===== config.mk =====
export PLATFORM = sky130hd
export DESIGN_NAME = match_sequencer
export DESIGN_NICKNAME = d
export VERILOG_FILES = /design/src/rtl/match_sequencer.sv
export SDC_FILE = /design/constraint.sdc
export NUM_CORES = 1
export LEC_CHECK = 0
export CAP_MARGIN = 40
export CORE_MARGIN = 3
export CORE_UTILIZATION = 50
export CTS_CLUSTER_DIAMETER = 30
export DETAILED_ROUTE_END_ITERATION = 12
export PLACE_DENSITY = 0.73
export REMOVE_ABC_BUFFERS = 1
export SLEW_MARGIN = 10
export SYNTH_ARGS = -nofsm -noshare
export SYNTH_HDL_FRONTEND = slang
export SYNTH_SLANG_ARGS = --single-unit

===== constraint.sdc =====
create_clock -name clk -period 2.8 [get_ports clk]
set_input_delay 0.56 -clock clk [delete_from_list [all_inputs] [get_ports clk]]
set_output_delay 0.56 -clock clk [all_outputs]
set_load 0.01 [all_outputs]

===== src/rtl/match_sequencer.sv =====
// Match-level control for a two-player paddle game: idle, timed serve, rally play
// and match end, with registered score, winner and ball-control outputs.
module match_sequencer #(
  parameter int unsigned WIN_SCORE   = 10,
  parameter int unsigned SERVE_DELAY = 64
) (
  input  logic       clk,
  input  logic       reset,
  input  logic       start,
  input  logic       point_left,
  input  logic       point_right,
  output logic [1:0] state,
  output logic [3:0] left_score,
  output logic [3:0] right_score,
  output logic       ball_en,
  output logic       ball_recenter,
  output logic       serve_dir,
  output logic [1:0] winner
);

  localparam logic [1:0] S_IDLE  = 2'b00;
  localparam logic [1:0] S_SERVE = 2'b01;
  localparam logic [1:0] S_PLAY  = 2'b10;
  localparam logic [1:0] S_DONE  = 2'b11;

  localparam logic [3:0] WIN        = 4'(WIN_SCORE);
  localparam logic [7:0] DELAY_LOAD = 8'(SERVE_DELAY - 1);

  localparam logic [1:0] WIN_NONE  = 2'b00;
  localparam logic [1:0] WIN_LEFT  = 2'b01;
  localparam logic [1:0] WIN_RIGHT = 2'b10;

  logic [1:0] state_q, state_d;
  logic [3:0] left_q, left_d;
  logic [3:0] right_q, right_d;
  logic       ball_en_q, ball_en_d;
  logic       recenter_q, recenter_d;
  logic       dir_q, dir_d;
  logic [1:0] winner_q, winner_d;
  logic [7:0] cnt_q, cnt_d;
  logic       start_q;
  logic       armed_q;

  logic       start_rise;
  logic [3:0] left_inc;
  logic [3:0] right_inc;

  // armed_q masks the first edge after reset so a start level already high
  // at release is captured into start_q without being seen as a rising edge.
  assign start_rise = start & ~start_q & armed_q;
  assign left_inc   = left_q + 4'd1;
  assign right_inc  = right_q + 4'd1;

  always_comb begin
    state_d    = state_q;
    left_d     = left_q;
    right_d    = right_q;
    dir_d      = dir_q;
    winner_d   = winner_q;
    cnt_d      = cnt_q;
    recenter_d = 1'b0;

    case (state_q)
      S_IDLE: begin
        if (start_rise) begin
          state_d    = S_SERVE;
          left_d     = 4'd0;
          right_d    = 4'd0;
          winner_d   = WIN_NONE;
          dir_d      = 1'b0;
          cnt_d      = DELAY_LOAD;
          recenter_d = 1'b1;
        end
      end
      S_SERVE: begin
        if (cnt_q == 8'd0) begin
          state_d = S_PLAY;
        end else begin
          cnt_d = cnt_q - 8'd1;
        end
      end
      S_PLAY: begin
        if (point_left && point_right) begin
          state_d    = S_SERVE;
          cnt_d      = DELAY_LOAD;
          recenter_d = 1'b1;
        end else if (point_left) begin
          left_d = left_inc;
          if (left_inc == WIN) begin
            state_d  = S_DONE;
            winner_d = WIN_LEFT;
          end else begin
            state_d    = S_SERVE;
            dir_d      = 1'b0;
            cnt_d      = DELAY_LOAD;
            recenter_d = 1'b1;
          end
        end else if (point_right) begin
          right_d = right_inc;
          if (right_inc == WIN) begin
            state_d  = S_DONE;
            winner_d = WIN_RIGHT;
          end else begin
            state_d    = S_SERVE;
            dir_d      = 1'b1;
            cnt_d      = DELAY_LOAD;
            recenter_d = 1'b1;
          end
        end
      end
      default: begin
      end
    endcase

    // Dropping start outside IDLE aborts the match and beats any point pulse.
    if ((state_q != S_IDLE) && !start) begin
      state_d    = S_IDLE;
      left_d     = 4'd0;
      right_d    = 4'd0;
      winner_d   = WIN_NONE;
      dir_d      = 1'b0;
      cnt_d      = 8'd0;
      recenter_d = 1'b0;
    end

    ball_en_d = (state_d == S_PLAY);
  end

  always_ff @(posedge clk or negedge reset) begin
    if (!reset) begin
      state_q    <= S_IDLE;
      left_q     <= 4'd0;
      right_q    <= 4'd0;
      ball_en_q  <= 1'b0;
      recenter_q <= 1'b0;
      dir_q      <= 1'b0;
      winner_q   <= WIN_NONE;
      cnt_q      <= 8'd0;
      start_q    <= 1'b0;
      armed_q    <= 1'b0;
    end else begin
      state_q    <= state_d;
      left_q     <= left_d;
      right_q    <= right_d;
      ball_en_q  <= ball_en_d;
      recenter_q <= recenter_d;
      dir_q      <= dir_d;
      winner_q   <= winner_d;
      cnt_q      <= cnt_d;
      start_q    <= start;
      armed_q    <= 1'b1;
    end
  end

  assign state         = state_q;
  assign left_score    = left_q;
  assign right_score   = right_q;
  assign ball_en       = ball_en_q;
  assign ball_recenter = recenter_q;
  assign serve_dir     = dir_q;
  assign winner        = winner_q;

endmodule

==> impl_results.md, run 1 <==
* Share of flip-flops with an asynchronous set or reset at 100%
* Worst reg2reg endpoint: ball_en
* Largest net degree at the start of global routing at 26
* Layout area overhead at 17.5%
* EDFF count, synth at 0
* Max Slew Vio Count at 0
* Area after DPL at between 1500 and 2000 sq um
* Vias in the first global route at 1343
* Register bit total from synthesis at 25
* R2R depth at 6
* ANT nets after route at 0
* Postcts setup bufs at 0
* Iteration count of the initial detailed-routing pass at 4
* Final Hold Viols at 0
* Post-Syn Instances at roughly 180
* Synth top area share at 39.0%
* Layout cells sized above 1 at 9.55%
* CTS tree: done
* WL per Instance at 14.6 um
* Main combinational cell family by area after synthesis: compound AO/OA/AOI/OAI gates
* Initial core utilization at 55.3%
* Clock Skews at a little under 10 ps
* Hold/Removal Path Class: register to register
* Critical Path RT at 3070 ps
* Total power at 980 uW
* Clk_lat worst skew at around 330 ps
* Synth Area in Simple Gates at a little under a quarter
* Maxcap violations at 0
* Crit Path Max Fanout at 5
* Synthesized-area fraction occupied by adder cells at 7.03%
* Startpoint Class: register
* Port buffer count at 19
* Post-synthesis mux area share at about 1.9%
* P_leak at 0.783 nW
* Worst setup path endpoint: ball_en
* CTS hold repair buffers at 0
* Period Utilization, post-route at 83.0%
* Width of the die at 62.6 um
* Compound-gate portion of the synthesized area at 25.8%
* Unrepaired setup endpoints after global routing: false
* Vias at 1432
* Post-Place Cells at 237
* VDD IR max at 369 uV
* Final Routed Wirelength at 3510 um
* Cell variety after synth at 50
* Syn Std Cell Area at between 1500 and 2000 sq um
* Final setup viols at 0
* RePlAce Congestion at 0.860
* First DRT Iteration DRCs at a little under 90
* Post-route minimum period at 2320 ps
* Vias/cell at 5.94
* Status: finished, final reports clean
* Clk sinks at 25
* Num rows at 19
* Slew @ Worst Pin at between 500 and 600 ps
* Top Ports at 20
* Fillers at 258
* Pwr Density at 520 nW/um^2
* Core ar. at 2900 sq um
* Final setup TNS at 0 ps
* Layout Cells excl Fill at 241
* Clk pin slew, worst setup/hold paths at 150 ps
* Die footprint at 3920 sq um
* Relative max-transition margin at about three fifths
* Post-Synth XOR/XNOR Area at 0%
* Reg-to-reg slack, setup at between 400 and 500 ps
* Worst hold path depth at 1
* Crit path from: cnt_q[0]
* Final #Nets at 214
* Synthesized area per cell at 9.11 sq um
* Setup CP Type: register to register
* Top post-synthesis cells by count: dfrtp_1, nand2_1, o21ai_0
* CTS root buffer: clkbuf_4
* Sequential area share after synthesis at about two fifths
* Antenna Cells at 0
* CTS Buffer Depth at 2
* Most common cell in the netlist: dfrtp_1
* Fmax at 431 MHz
* R2R Path Start: cnt_q[0]
* DRC at 0
* Grt total ovfl at 0
* Die height at 62.6 um
* Crit. End Element: register
* Synth Warn # at 0
* CTS resizes at 0
* Top cells by area, synth: dfrtp_1, ha_1, o21ai_0
* Total CTS buffers at 3
* Initial antenna violation count at 0
* Global-route wire length before repair at 6220 um
* Total GRT Usage at 19.1%
* Top FF cell, synth: dfrtp_1
* Fin area at roughly 1900 sq um
* DP HPWL at 2620 um
* Biggest area consumer among synthesized cells: dfrtp_1
* Arrival @ worst endpoint at 2590 ps
* Htree depth at 1
metrics by stage:
step | util, % | setup WS [ps] | hold slack [ps]
global route | 64.9 | 271 | 567
detailed placement | 63.9 | 393 | 506
floorplan | - | 599 | 264
finish | 64.9 | 477 | 539
global placement | 63.9 | 489 | 490
CTS | 64.9 | 485 | 537
worst min-delay path by stage:
stage / to / startpoint / slack (ps)
floorplan: armed_q / reset / 260
global placement: winner[1] / winner[1] / 490
detailed placement: winner[1] / winner[1] / 510
CTS: winner[1] / winner[1] / 540
global route: winner[0] / winner[0] / 570
finish: winner[1] / winner[1] / 540
critical path, cell delays in order (launching register included):
cell,delay (ps)
dfrtp_1,450
inv_1,70
ha_1,250
or4b_4,520
nand3b_4,190
a2111oi_0,570
o21a_1,220
sequential cells by signal, indices dropped and copies added (netlist names):
| register | flops |
|---|---|
| ball_recenter | 1 |
| serve_dir | 1 |
| right_score | 4 |
| state | 2 |
| left_score | 4 |
| cnt_q | 8 |
| ball_en | 1 |
| start_q | 1 |
| armed_q | 1 |
| winner | 2 |
report_power, final:
| part | switching (mW) | total, mW | internal, mW |
|---|---|---|---|
| sequential | 0.0609 | 0.472 | 0.411 |
| clock | 0.115 | 0.170 | 0.0546 |
| combinational | 0.189 | 0.338 | 0.150 |
routing by layer:
layer / wire length (um) / GRT usage [%] / vias up
met2: 1570 / 30.1 / 43
met4: 19 / 4.96 / 0
met1: 1770 / 27.9 / 697
met5: 0 / 0 / -
li1: - / - / 690
met3: 153 / 2.16 / 2
layout make-up:
class	count	area, sq um	share of cell area (%)
Clock buffer	3	22.5	1.20
Clock inverter	1	7.51	0.399
Inverter	8	30.0	1.59
Multi-Input combinational cell	139	925	49.1
Sequential cell	25	626	33.2
Tap cell	42	52.6	2.79
Timing Repair Buffer	23	220	11.7
cell usage in the layout, fill, tap and decap left out, types with 2 or more instances in the layout:
cell / n
nand3b_1: 2
ha_1: 9
buf_4: 4
a31oi_1: 4
inv_1: 8
mux2_4: 2
clkbuf_4: 3
and2_1: 2
nor2_1: 14
a41oi_1: 2
o21ai_0: 19
clkdlybuf4s50_1: 19
nor2b_1: 7
nand3_1: 3
o31ai_1: 2
o21ai_1: 3
o21a_1: 2
a31o_2: 4
dfrtp_1: 25
a21oi_1: 12
nand2_1: 19
nand4b_1: 2
nor3_1: 2
nand2b_1: 2
logic make-up (layout without fill, tap and decap cells):
kind of cell	after synthesis	count (layout)
AO/OA/AOI/OAI	63	63
adder cells (fa/ha/maj)	9	9
buffers and inverters	12	35
flip-flops	25	25
multiplexers	2	2
other	1	1
AND/OR/NAND/NOR	64	64
Note: power is estimated with default switching activity, not from simulation.
==> inputs of run 2 (changes only) <==
clock period = 2.3 ns   (was 2.8 ns; I/O delays follow)
==> run 2 against run 1 <==
Against the previous run: wire length grew 4.6%; non-clock buffer count is 8 higher; count of clock-buffer cells in the layout stayed put; sequential power up 21%; largest power group unchanged; highest routed layer unchanged.
==> impl_results.md, run 2 (synthesized netlist as in run 1, its figures left out) <==
* Crit. End Element: register (unchanged)
* Commonest cells after routing, fill and taps aside: dfrtp_1, o21ai_0, nand2_1, clkdlybuf4s50_1, nor2_1 (unchanged)
* Clk pwr share at 16.5% (was 17.3%)
* Clk pin slew, worst setup/hold paths at 150 ps (about the same)
* Initial core utilization at 55.3% (unchanged)
* Max Slew Vio Count at 0 (unchanged)
* Hold/Removal Path Class: primary input to async pin (was register to register)
* R2R Path Start: cnt_q[0] (unchanged)
* Reg with most FFs: cnt_q (unchanged)
* Fmax at 453 MHz (was 431 MHz)
* ANT nets after route at 0 (unchanged)
* Startpoint Class: register (unchanged)
* WL per Instance at 14.8 um (was 14.6 um)
* Final Core Density at 67.5% (was 64.9%)
* P_leak at 0.824 nW (was 0.783 nW)
* P_sw at 455 uW (was 364 uW)
* Period Utilization, post-route at 95.9% (was 83.0%)
* RePlAce Congestion at 0.810 (was 0.860)
* Worst reg2reg endpoint: cnt_q[0] (was ball_en)
* Crit Path Max Fanout at 6 (was 5)
* Reg-to-reg slack, setup at 90 ps (was 480 ps)
* First DRT Iteration DRCs at 71 (was 89)
* Clock Skews at 8.86 ps (was 9.89 ps)
* Largest net degree at the start of global routing at 26 (unchanged)
* CTS Buffer Depth at 2 (unchanged)
* Max reg flops at 8 (unchanged)
* Final Routed Wirelength at 3680 um (was 3510 um)
* Final #Nets at 222 (was 214)
* Fraction of power consumed by sequential logic at 45.9% (was 48.2%)
* VDD IR max at 522 uV (was 369 uV)
* Slew @ Worst Pin at 525 ps (was 565 ps)
* Setup CP Type: register to register (unchanged)
* Core ar. at 2900 sq um (unchanged)
* Power share of the combinational group at 37.6% (was 34.5%)
* CTS hold repair buffers at 0 (unchanged)
* DP HPWL at 2740 um (was 2620 um)
* Vias/cell at 5.84 (was 5.94)
* Grt total ovfl at 0 (unchanged)
* Top Ports at 20 (unchanged)
* Die footprint at 3920 sq um (unchanged)
* Critical Path RT at 2530 ps (was 3070 ps)
* Pwr Density at 632 nW/um^2 (was 520 nW/um^2)
* CTS root buffer: clkbuf_4 (unchanged)
* Vias in the first global route at 1394 (was 1343)
* Dpl ws at -104 ps (was 393 ps)
* Crit path from: cnt_q[0] (unchanged)
* Initial antenna violation count at 0 (unchanged)
* Post-route minimum period at 2210 ps (was 2320 ps)
* Switch share at 36.7% (was 37.2%)
* Iteration count of the initial detailed-routing pass at 4 (unchanged)
* CTS tree: done (unchanged)
* Antenna Cells at 0 (unchanged)
* R2R depth at 7 (was 6)
* Htree depth at 1 (unchanged)
* DRC at 0 (unchanged)
* Num rows at 19 (unchanged)
* Maxcap violations at 0 (unchanged)
* Commonest non-fill, non-tap cell in the layout: dfrtp_1 (unchanged)
* Final Hold Viols at 0 (unchanged)
* Port buffer count at 19 (unchanged)
* Final setup margin at 94.5 ps (was 477 ps)
* Unrepaired setup endpoints after global routing: false (unchanged)
* Final setup viols at 0 (unchanged)
* Total internal power at 784 uW (was 615 uW)
* Width of the die at 62.6 um (unchanged)
* Total GRT Usage at 20.1% (was 19.1%)
* Clk sinks at 25 (unchanged)
* Layout area overhead at 22.2% (was 17.5%)
* Vias at 1454 (was 1432)
* Die height at 62.6 um (unchanged)
* Global-route wire length before repair at 6460 um (was 6220 um)
* Relative max-transition margin at 64.5% (was 61.3%)
* Layout cells sized above 1 at 15.5% (was 9.55%)
* Status: finished, final reports clean (unchanged)
* Total CTS buffers at 3 (unchanged)
* Arrival @ worst endpoint at 2440 ps (was 2590 ps)
* Clk_lat worst skew at 330 ps (about the same)
==> run 2: layer usage <==
metal / routed length [um] / global-route usage [%] / up-vias
met3: 107 / 2.16 / 5
met5: 0 / 0 / -
met4: 39 / 5.79 / 0
met2: 1760 / 33.6 / 37
li1: - / - / 710
met1: 1770 / 27.6 / 702
==> run 2: power groups by stage <==
stage / clock, mW / combinational, mW / sequential [mW]
final: 0.205 / 0.465 / 0.569
after global routing: 0.232 / 0.511 / 0.579
after CTS: 0.210 / 0.447 / 0.565
after detailed placement: 0 / 0.437 / 0.575
after global placement: 0 / 0.422 / 0.571
after floorplan: 0 / 0.275 / 0.567
==> run 2: cell type report <==
type                            count  area, sq um
Sequential cell                    25          628
Clock buffer                        3         22.5
Fill cell                         235          942
Tap cell                           42         52.6
Multi-Input combinational cell    139          940
Clock inverter                      1         5.00
Timing Repair Buffer               31          280
Inverter                            8         30.0
==> run 2: worst max-delay path by stage <==
stage / endpoint / slack (ps) / cells after the start
4_1_cts: cnt_q[0] / 80 / 7
3_3_place_gp: ball_en / 60 / 6
2_1_floorplan: cnt_q[0] / 100 / 7
3_5_place_dp: ball_en / -100 / 6
5_1_grt: cnt_q[0] / 7 / 7
6_report: cnt_q[0] / 90 / 7
==> run 2: what timing repair did <==
action / in CTS / in global routing
resized for setup: 2 / 4
setup endpoints to repair: 2 / 3
endpoints found under the hold margin: 0 / 0
setup buffers: 0 / 1
==> run 2: critical path, cell delays in order (launching register included) <==
cell,delay [ps]
dfrtp_1,450
inv_1,80
ha_2,210
or4b_4,500
nand3b_4,210
nand2b_4,170
and3_4,210
mux2_4,300
==> run 2: stage by stage <==
stage | setup TNS, ps | cells | cell area [sq um] | hold WS [ps] | power (mW)
global placement | 0 | 244 | 1910 | 479 | 0.993
finish | 0 | 249 | 1960 | 482 | 1.24
detailed placement | -177 | 244 | 1910 | 490 | 1.01
floorplan | 0 | 172 | 1580 | 164 | 0.841
CTS | 0 | 248 | 1940 | 494 | 1.22
global route | 0 | 249 | 1960 | 505 | 1.32
